$ cat config.mk
export PLATFORM = sky130hd
export DESIGN_NAME = bht_predictor
export DESIGN_NICKNAME = d
export VERILOG_FILES = /design/src/rtl/bht_predictor.sv
export SDC_FILE = /design/constraint.sdc
export NUM_CORES = 2
export LEC_CHECK = 0
export CORE_AREA = 2 2 320 322
export DETAILED_ROUTE_END_ITERATION = 12
export DIE_AREA = 0 0 322 324
export GPL_TIMING_DRIVEN = 0
export PLACE_DENSITY_LB_ADDON = 0.1
export SETUP_SLACK_MARGIN = 0.4
export SYNTH_ARGS = -nofsm -noshare
export SYNTH_HDL_FRONTEND = slang
export SYNTH_SLANG_ARGS = --single-unit
$ cat constraint.sdc
create_clock -name clk -period 8.9 [get_ports clk]
set_input_delay 1.335 -clock clk [delete_from_list [all_inputs] [get_ports clk]]
set_output_delay 1.335 -clock clk [all_outputs]
set_load 0.01 [all_outputs]
$ cat src/rtl/bht_predictor.sv
// Direct-mapped branch history table + target buffer; lookup and redirect are combinational (0 cycles), training lands at the next clk edge.
// No backpressure: one lookup and one EX resolution per clock; EX inputs are ignored until the INIT sweep has cleared the table.
module bht_predictor #(
  parameter int IDX_W = 6,
  parameter int PC_W  = 10,
  parameter int CNT_W = 16
) (
  input  logic             clk,
  input  logic             rst_n,
  input  logic [31:0]      pc,
  output logic [31:0]      pc_predict,
  output logic             pred_taken,
  output logic             ready,
  input  logic             ex_valid,
  input  logic [31:0]      ex_pc,
  input  logic             ex_is_branch,
  input  logic             ex_taken,
  input  logic [31:0]      ex_target,
  input  logic             ex_pred_taken,
  input  logic [31:0]      ex_pred_target,
  output logic             predict_fail,
  output logic [31:0]      pc_new,
  output logic [CNT_W-1:0] branch_cnt,
  output logic [CNT_W-1:0] miss_cnt
);
  localparam int N     = 1 << IDX_W;
  localparam int TAG_W = PC_W - IDX_W;
  localparam int HI_W  = 30 - PC_W;
  localparam logic [0:0] S_INIT = 1'b0;
  localparam logic [0:0] S_RUN  = 1'b1;

  logic             r_vld [N];
  logic [TAG_W-1:0] r_tag [N];
  logic [PC_W-1:0]  r_tgt [N];
  logic [1:0]       r_ctr [N];

  logic [0:0]       r_state;
  logic [IDX_W-1:0] r_sweep;
  logic [CNT_W-1:0] r_branch_cnt;
  logic [CNT_W-1:0] r_miss_cnt;

  logic             w_run;
  logic [IDX_W-1:0] w_idx;
  logic [TAG_W-1:0] w_tag;
  logic             w_hit;
  logic             w_pred_taken;
  logic [PC_W-1:0]  w_pc_seq;
  logic [IDX_W-1:0] w_ex_idx;
  logic [TAG_W-1:0] w_ex_tag;
  logic             w_ex_hit;
  logic             w_ex_act;
  logic             w_fail_br;
  logic             w_fail;
  logic [PC_W-1:0]  w_ex_seq;
  logic [PC_W-1:0]  w_new_word;
  logic             w_unused_bits;

  assign w_run = (r_state == S_RUN);

  // Fetch-side lookup
  assign w_idx        = pc[IDX_W+1:2];
  assign w_tag        = pc[PC_W+1:IDX_W+2];
  assign w_hit        = r_vld[w_idx] && (r_tag[w_idx] == w_tag);
  assign w_pred_taken = w_run && w_hit && r_ctr[w_idx][1];
  assign w_pc_seq     = pc[PC_W+1:2] + PC_W'(1);

  assign pred_taken = w_pred_taken;
  assign pc_predict = w_pred_taken ? {{HI_W{1'b0}}, r_tgt[w_idx], 2'b00}
                                   : {{HI_W{1'b0}}, w_pc_seq, 2'b00};
  assign ready      = w_run;

  // EX-side resolution
  assign w_ex_idx  = ex_pc[IDX_W+1:2];
  assign w_ex_tag  = ex_pc[PC_W+1:IDX_W+2];
  assign w_ex_hit  = r_vld[w_ex_idx] && (r_tag[w_ex_idx] == w_ex_tag);
  assign w_ex_act  = ex_valid && w_run;
  assign w_fail_br = (ex_taken != ex_pred_taken) || (ex_taken && (ex_pred_target != ex_target));
  assign w_fail    = w_ex_act && (ex_is_branch ? w_fail_br : ex_pred_taken);
  assign w_ex_seq  = ex_pc[PC_W+1:2] + PC_W'(1);
  assign w_new_word = (ex_is_branch && ex_taken) ? ex_target[PC_W+1:2] : w_ex_seq;

  assign predict_fail = w_fail;
  assign pc_new       = w_fail ? {{HI_W{1'b0}}, w_new_word, 2'b00} : 32'd0;
  assign branch_cnt   = r_branch_cnt;
  assign miss_cnt     = r_miss_cnt;

  assign w_unused_bits = ^{pc[31:PC_W+2], pc[1:0], ex_pc[31:PC_W+2], ex_pc[1:0],
                           ex_target[31:PC_W+2], ex_target[1:0]};

  always_ff @(posedge clk or negedge rst_n) begin
    if (!rst_n) begin
      r_state      <= S_INIT;
      r_sweep      <= '0;
      r_branch_cnt <= '0;
      r_miss_cnt   <= '0;
    end else begin
      if (r_state == S_INIT) begin
        r_sweep <= r_sweep + IDX_W'(1);
        if (r_sweep == {IDX_W{1'b1}}) begin
          r_state <= S_RUN;
        end
      end
      if (w_ex_act && ex_is_branch && (r_branch_cnt != {CNT_W{1'b1}})) begin
        r_branch_cnt <= r_branch_cnt + CNT_W'(1);
      end
      if (w_fail && (r_miss_cnt != {CNT_W{1'b1}})) begin
        r_miss_cnt <= r_miss_cnt + CNT_W'(1);
      end
    end
  end

  // Table contents are only ever initialised by the INIT sweep, never by rst_n
  always_ff @(posedge clk) begin
    if (!w_run) begin
      r_vld[r_sweep] <= 1'b0;
      r_ctr[r_sweep] <= 2'b01;
      r_tag[r_sweep] <= '0;
      r_tgt[r_sweep] <= '0;
    end else if (ex_valid) begin
      if (ex_is_branch) begin
        if (w_ex_hit) begin
          if (ex_taken) begin
            r_tgt[w_ex_idx] <= ex_target[PC_W+1:2];
            if (r_ctr[w_ex_idx] != 2'b11) begin
              r_ctr[w_ex_idx] <= r_ctr[w_ex_idx] + 2'd1;
            end
          end else if (r_ctr[w_ex_idx] != 2'b00) begin
            r_ctr[w_ex_idx] <= r_ctr[w_ex_idx] - 2'd1;
          end
        end else if (ex_taken) begin
          r_vld[w_ex_idx] <= 1'b1;
          r_tag[w_ex_idx] <= w_ex_tag;
          r_tgt[w_ex_idx] <= ex_target[PC_W+1:2];
          r_ctr[w_ex_idx] <= 2'b10;
        end
      end else if (w_ex_hit) begin
        r_vld[w_ex_idx] <= 1'b0;
      end
    end
  end
endmodule

==> impl_summary.log <==
[metrics] result of the run: finished, violations left
[metrics] failing checks: max-capacitance violations, max-slew violations
[metrics] clock insertion delay at the later pin of the skew report: ~730 ps
[metrics] crit path launch: pc[2]
[metrics] fin cells: about 4600
[metrics] worst reg2reg startpoint: r_vld[7]$_DFFE_PP_
[metrics] floorplan core area: slightly above 100000 um^2
[metrics] initial antenna violation count: 11
[metrics] Synth warnings: 0
[metrics] Yosys top cell area share: 0.6519
[metrics] total instance count after detailed placement: between 4000 and 5000
[metrics] layout cells sized above 1: 0.2132
[metrics] hold violation total from the final report: 0
[metrics] average cell area after synthesis: about 17 um^2
[metrics] pwr/cell area: approximately 190 nW/um^2
[metrics] register area share after synthesis: 0.6714
[metrics] number of buffers added for setup after CTS: 0
[metrics] die width: between 300 and 400 um
[metrics] number of global-route vias before repair: 29930
[metrics] final wirelength: 167.5 mm
[metrics] starting utilization of the core area: 0.4962
[metrics] Hold Crit Start: miss_cnt[12]$_DFFE_PN0P_
[metrics] worst-path maximum fanout: 10
[metrics] cell accounting for the most synthesized area: edfxtp_1
[metrics] MaxCap Viol Count: 2
[metrics] number of design-rule violations left by the first detailed-router iteration: about 4600
[metrics] H-tree lvl count: 3
[metrics] register bit count reported by yosys: around 1100
[metrics] HPWL after detailed placement: approximately 120 mm
[metrics] arrival time reported for the critical path endpoint: 7130 ps
[metrics] number of endpoints failing setup at the final stage: 0
[metrics] buffer type at the clock tree root: clkbuf_16
[metrics] Final Total Pwr: around 11 mW
[metrics] clock tree from TritonCTS: done
[metrics] first-pass iteration count of the detailed router: 6
[metrics] Rel. slew slack: -0.04138
[metrics] slew at the pin with the worst max-slew slack: 1559 ps
[metrics] final cell area excluding filler cells: around 57000 um^2
[metrics] Post-Syn Instances: slightly below 3000
[metrics] Port-buffer cells: between 100 and 150
[metrics] synthesized cell area: ~50000 um^2
[metrics] CTS Buffer Depth: 3
[metrics] final net count: between 3000 and 4000
[metrics] final-report max-slew violation count: 8
[metrics] unrepaired setup endpoints after global routing: yes
[metrics] DRC violation count after routing: 0
[metrics] category of the most critical setup path: input pin to output pin
[metrics] synthesis-to-finish area growth: 14.64%
[metrics] vias per cell: about 6.7
[metrics] worst hold path class: flip-flop to flip-flop
[metrics] antenna violation net count after detailed routing: 0
[metrics] crit end category: output pin
[metrics] Inserted Clock Buffers: between 100 and 150
[metrics] Cell Rows: roughly 120
[metrics] cts-stage hold buffer count: 0
[metrics] leakage: approximately 16 nW
[metrics] Distinct cells, synth: 69
[metrics] first-pass GRT wire length: between 200 and 250 mm
[metrics] routability congestion estimate from global placement: about 1
[metrics] number of top-level design ports: about 230
[metrics] asr flop ratio synth: 0.03461
[metrics] clock period minus final worst setup slack: 8468 ps
[metrics] Clock Skew: approximately 41 ps
[metrics] most common cell in the netlist: edfxtp_1
[metrics] leading post-synthesis cells by cell area: edfxtp_1 (65%), mux4_2 (16%), mux2i_1 (2.0%)
[metrics] overall die area: approximately 100000 um^2
[metrics] Resize count post-CTS: 18
[metrics] Worst-path clk slew: approximately 60 ps
[metrics] gr ovfl total: 0
[metrics] Die H: 324 um
[metrics] Primary FF master, synth: edfxtp_1
[metrics] vias after detailed routing: ~31000
[metrics] element type at the critical path start: input pin
[metrics] Post-synth top cells: edfxtp_1 (1088), mux4_2 (356), nand2_1 (214), nor2_1 (131), o21ai_0 (130)
[metrics] GRT Resource Usage Total: 0.3213
[metrics] routed wire length per instance: between 30 and 40 um
[metrics] number of clock sinks seen by CTS: approximately 1100
[metrics] Final period util: 0.9514
[metrics] data required time at the worst endpoint: about 7600 ps
[metrics] highest ir drop seen on vdd: ~0.00016 V
[metrics] pin count of the biggest net entering global routing: 74
[metrics] number of synthesized flops with an enable pin: 1088
[metrics] total placed instance area: approximately 54000 um^2
[metrics] final core utilization: 0.5688
[metrics] Highest Clock Rate: between 100 and 150 MHz
-- per-layer routing --
| metal | wire (um) | GRT usage | vias up |
|---|---|---|---|
| li1 | - | - | 12368 |
| met5 | 83 | 0 | - |
| met4 | 9111 | 0.1491 | 10 |
| met1 | 63270 | 0.4273 | 16016 |
| met2 | 78750 | 0.5104 | 2012 |
| met3 | 16250 | 0.06974 | 429 |
-- critical path, cell delays in order --
cell and delay, ps:
clkdlybuf4s50_1 550, buf_4 270, buf_2 470, buf_2 360, clkbuf_1 580, o21ai_0 410
mux4_2 620, a22o_1 230, o31ai_1 890, nor3_1 330, mux2i_1 420, clkdlybuf4s50_1 610
-- cells by family (layout without fill, tap and decap cells) --
group | count (synthesis) | in the layout | synth area share
flip-flops | 1127 | 1127 | 0.6714
AND/OR/NAND/NOR | 580 | 580 | 0.05380
multiplexers | 477 | 477 | 0.1848
AO/OA/AOI/OAI | 396 | 396 | 0.04911
buffers and inverters | 238 | 606 | 0.02459
XOR/XNOR | 86 | 86 | 0.01503
adder cells (fa/ha/maj) | 5 | 5 | 0.001248
other | 1 | 50 | 0.00007483
-- area by class of cell --
cell class	count	area, um^2
Antenna cell	6	15.01
Buffer	227	1256
Clock buffer	148	3094
Clock inverter	61	495.5
Fill cell	7806	43550
Inverter	11	41.29
Multi-Input combinational cell	1588	15470
Sequential cell	1127	33650
Tap cell	1309	1638
Timing Repair Buffer	159	1797
-- final timing paths --
check | to | slack (ps) | cells after the start
worst max-delay path | pc_predict[2] | 430 | 12
worst min-delay path | miss_cnt[12]$_DFFE_PN0P_ | 490 | 1
min in group asynchronous | branch_cnt[8]$_DFFE_PN0P_ | 510 | 1
worst min register to register | miss_cnt[12]$_DFFE_PN0P_ | 490 | 1
max in group asynchronous | miss_cnt[12]$_DFFE_PN0P_ | 7890 | 2
worst max register to register | r_tag[42][2]$_DFFE_PP_ | 3410 | 9
-- placed cells by master (no fill, tap or decap), types with 11 or more instances in the layout --
| master | netlist | routed |
|---|---|---|
| xnor2_1 | 45 | 45 |
| mux4_2 | 356 | 356 |
| buf_1 | 30 | 20 |
| mux2i_1 | 99 | 99 |
| and2_1 | 29 | 15 |
| nand2b_1 | 14 | 14 |
| buf_2 | 32 | 31 |
| conb_1 | 1 | 44 |
| and3_1 | 16 | 16 |
| buf_6 | 12 | 12 |
| a22oi_1 | 40 | 40 |
| clkbuf_1 | 96 | 114 |
| clkdlybuf4s50_1 | 0 | 139 |
| nand3_1 | 75 | 75 |
| o22ai_1 | 11 | 11 |
| nand2_1 | 214 | 214 |
| edfxtp_1 | 1088 | 1088 |
| a21oi_1 | 70 | 69 |
| and2_2 | 0 | 14 |
| dfrtp_1 | 39 | 39 |
| clkinv_2 | 0 | 19 |
| xor2_1 | 41 | 41 |
| o21ai_1 | 13 | 14 |
| clkinv_1 | 1 | 26 |
| buf_12 | 0 | 11 |
| clkbuf_16 | 0 | 117 |
| clkbuf_2 | 2 | 14 |
| nor3_1 | 22 | 21 |
| buf_4 | 55 | 58 |
| nor2b_1 | 19 | 19 |
| mux2_2 | 21 | 21 |
| a211oi_1 | 13 | 13 |
| o21ai_0 | 130 | 129 |
| o31ai_1 | 57 | 57 |
| nor2_1 | 131 | 131 |
| nor4_1 | 16 | 15 |
-- registers in the layout, summed over array words and instances (netlist names) --
signal	cells
r_tgt	640
branch_cnt	16
r_tag	256
miss_cnt	16
r_vld	64
r_ctr	128
r_sweep	6
ready	1
-- power by group --
part           internal [mW]  switching, mW  total [mW]  leakage [nW]
registers               5.73              0        5.73          8.12
logic                  0.202          0.369       0.571          6.02
clock network           2.57           2.07        4.64          1.74
-- through the flow --
step / worst slack, ps / setup TNS, ps / hold slack, ps
after detailed placement: -264.6 / -6799 / 480.0
after global placement: -2232 / -403850 / 477.5
after floorplan: 2408 / 0 / 518.7
final: 432.3 / 0 / 491.1
after global routing: 384.5 / 0 / 503.2
after CTS: 401.6 / 0 / 470.9
No activity file was read; power rests on OpenSTA's default activity.
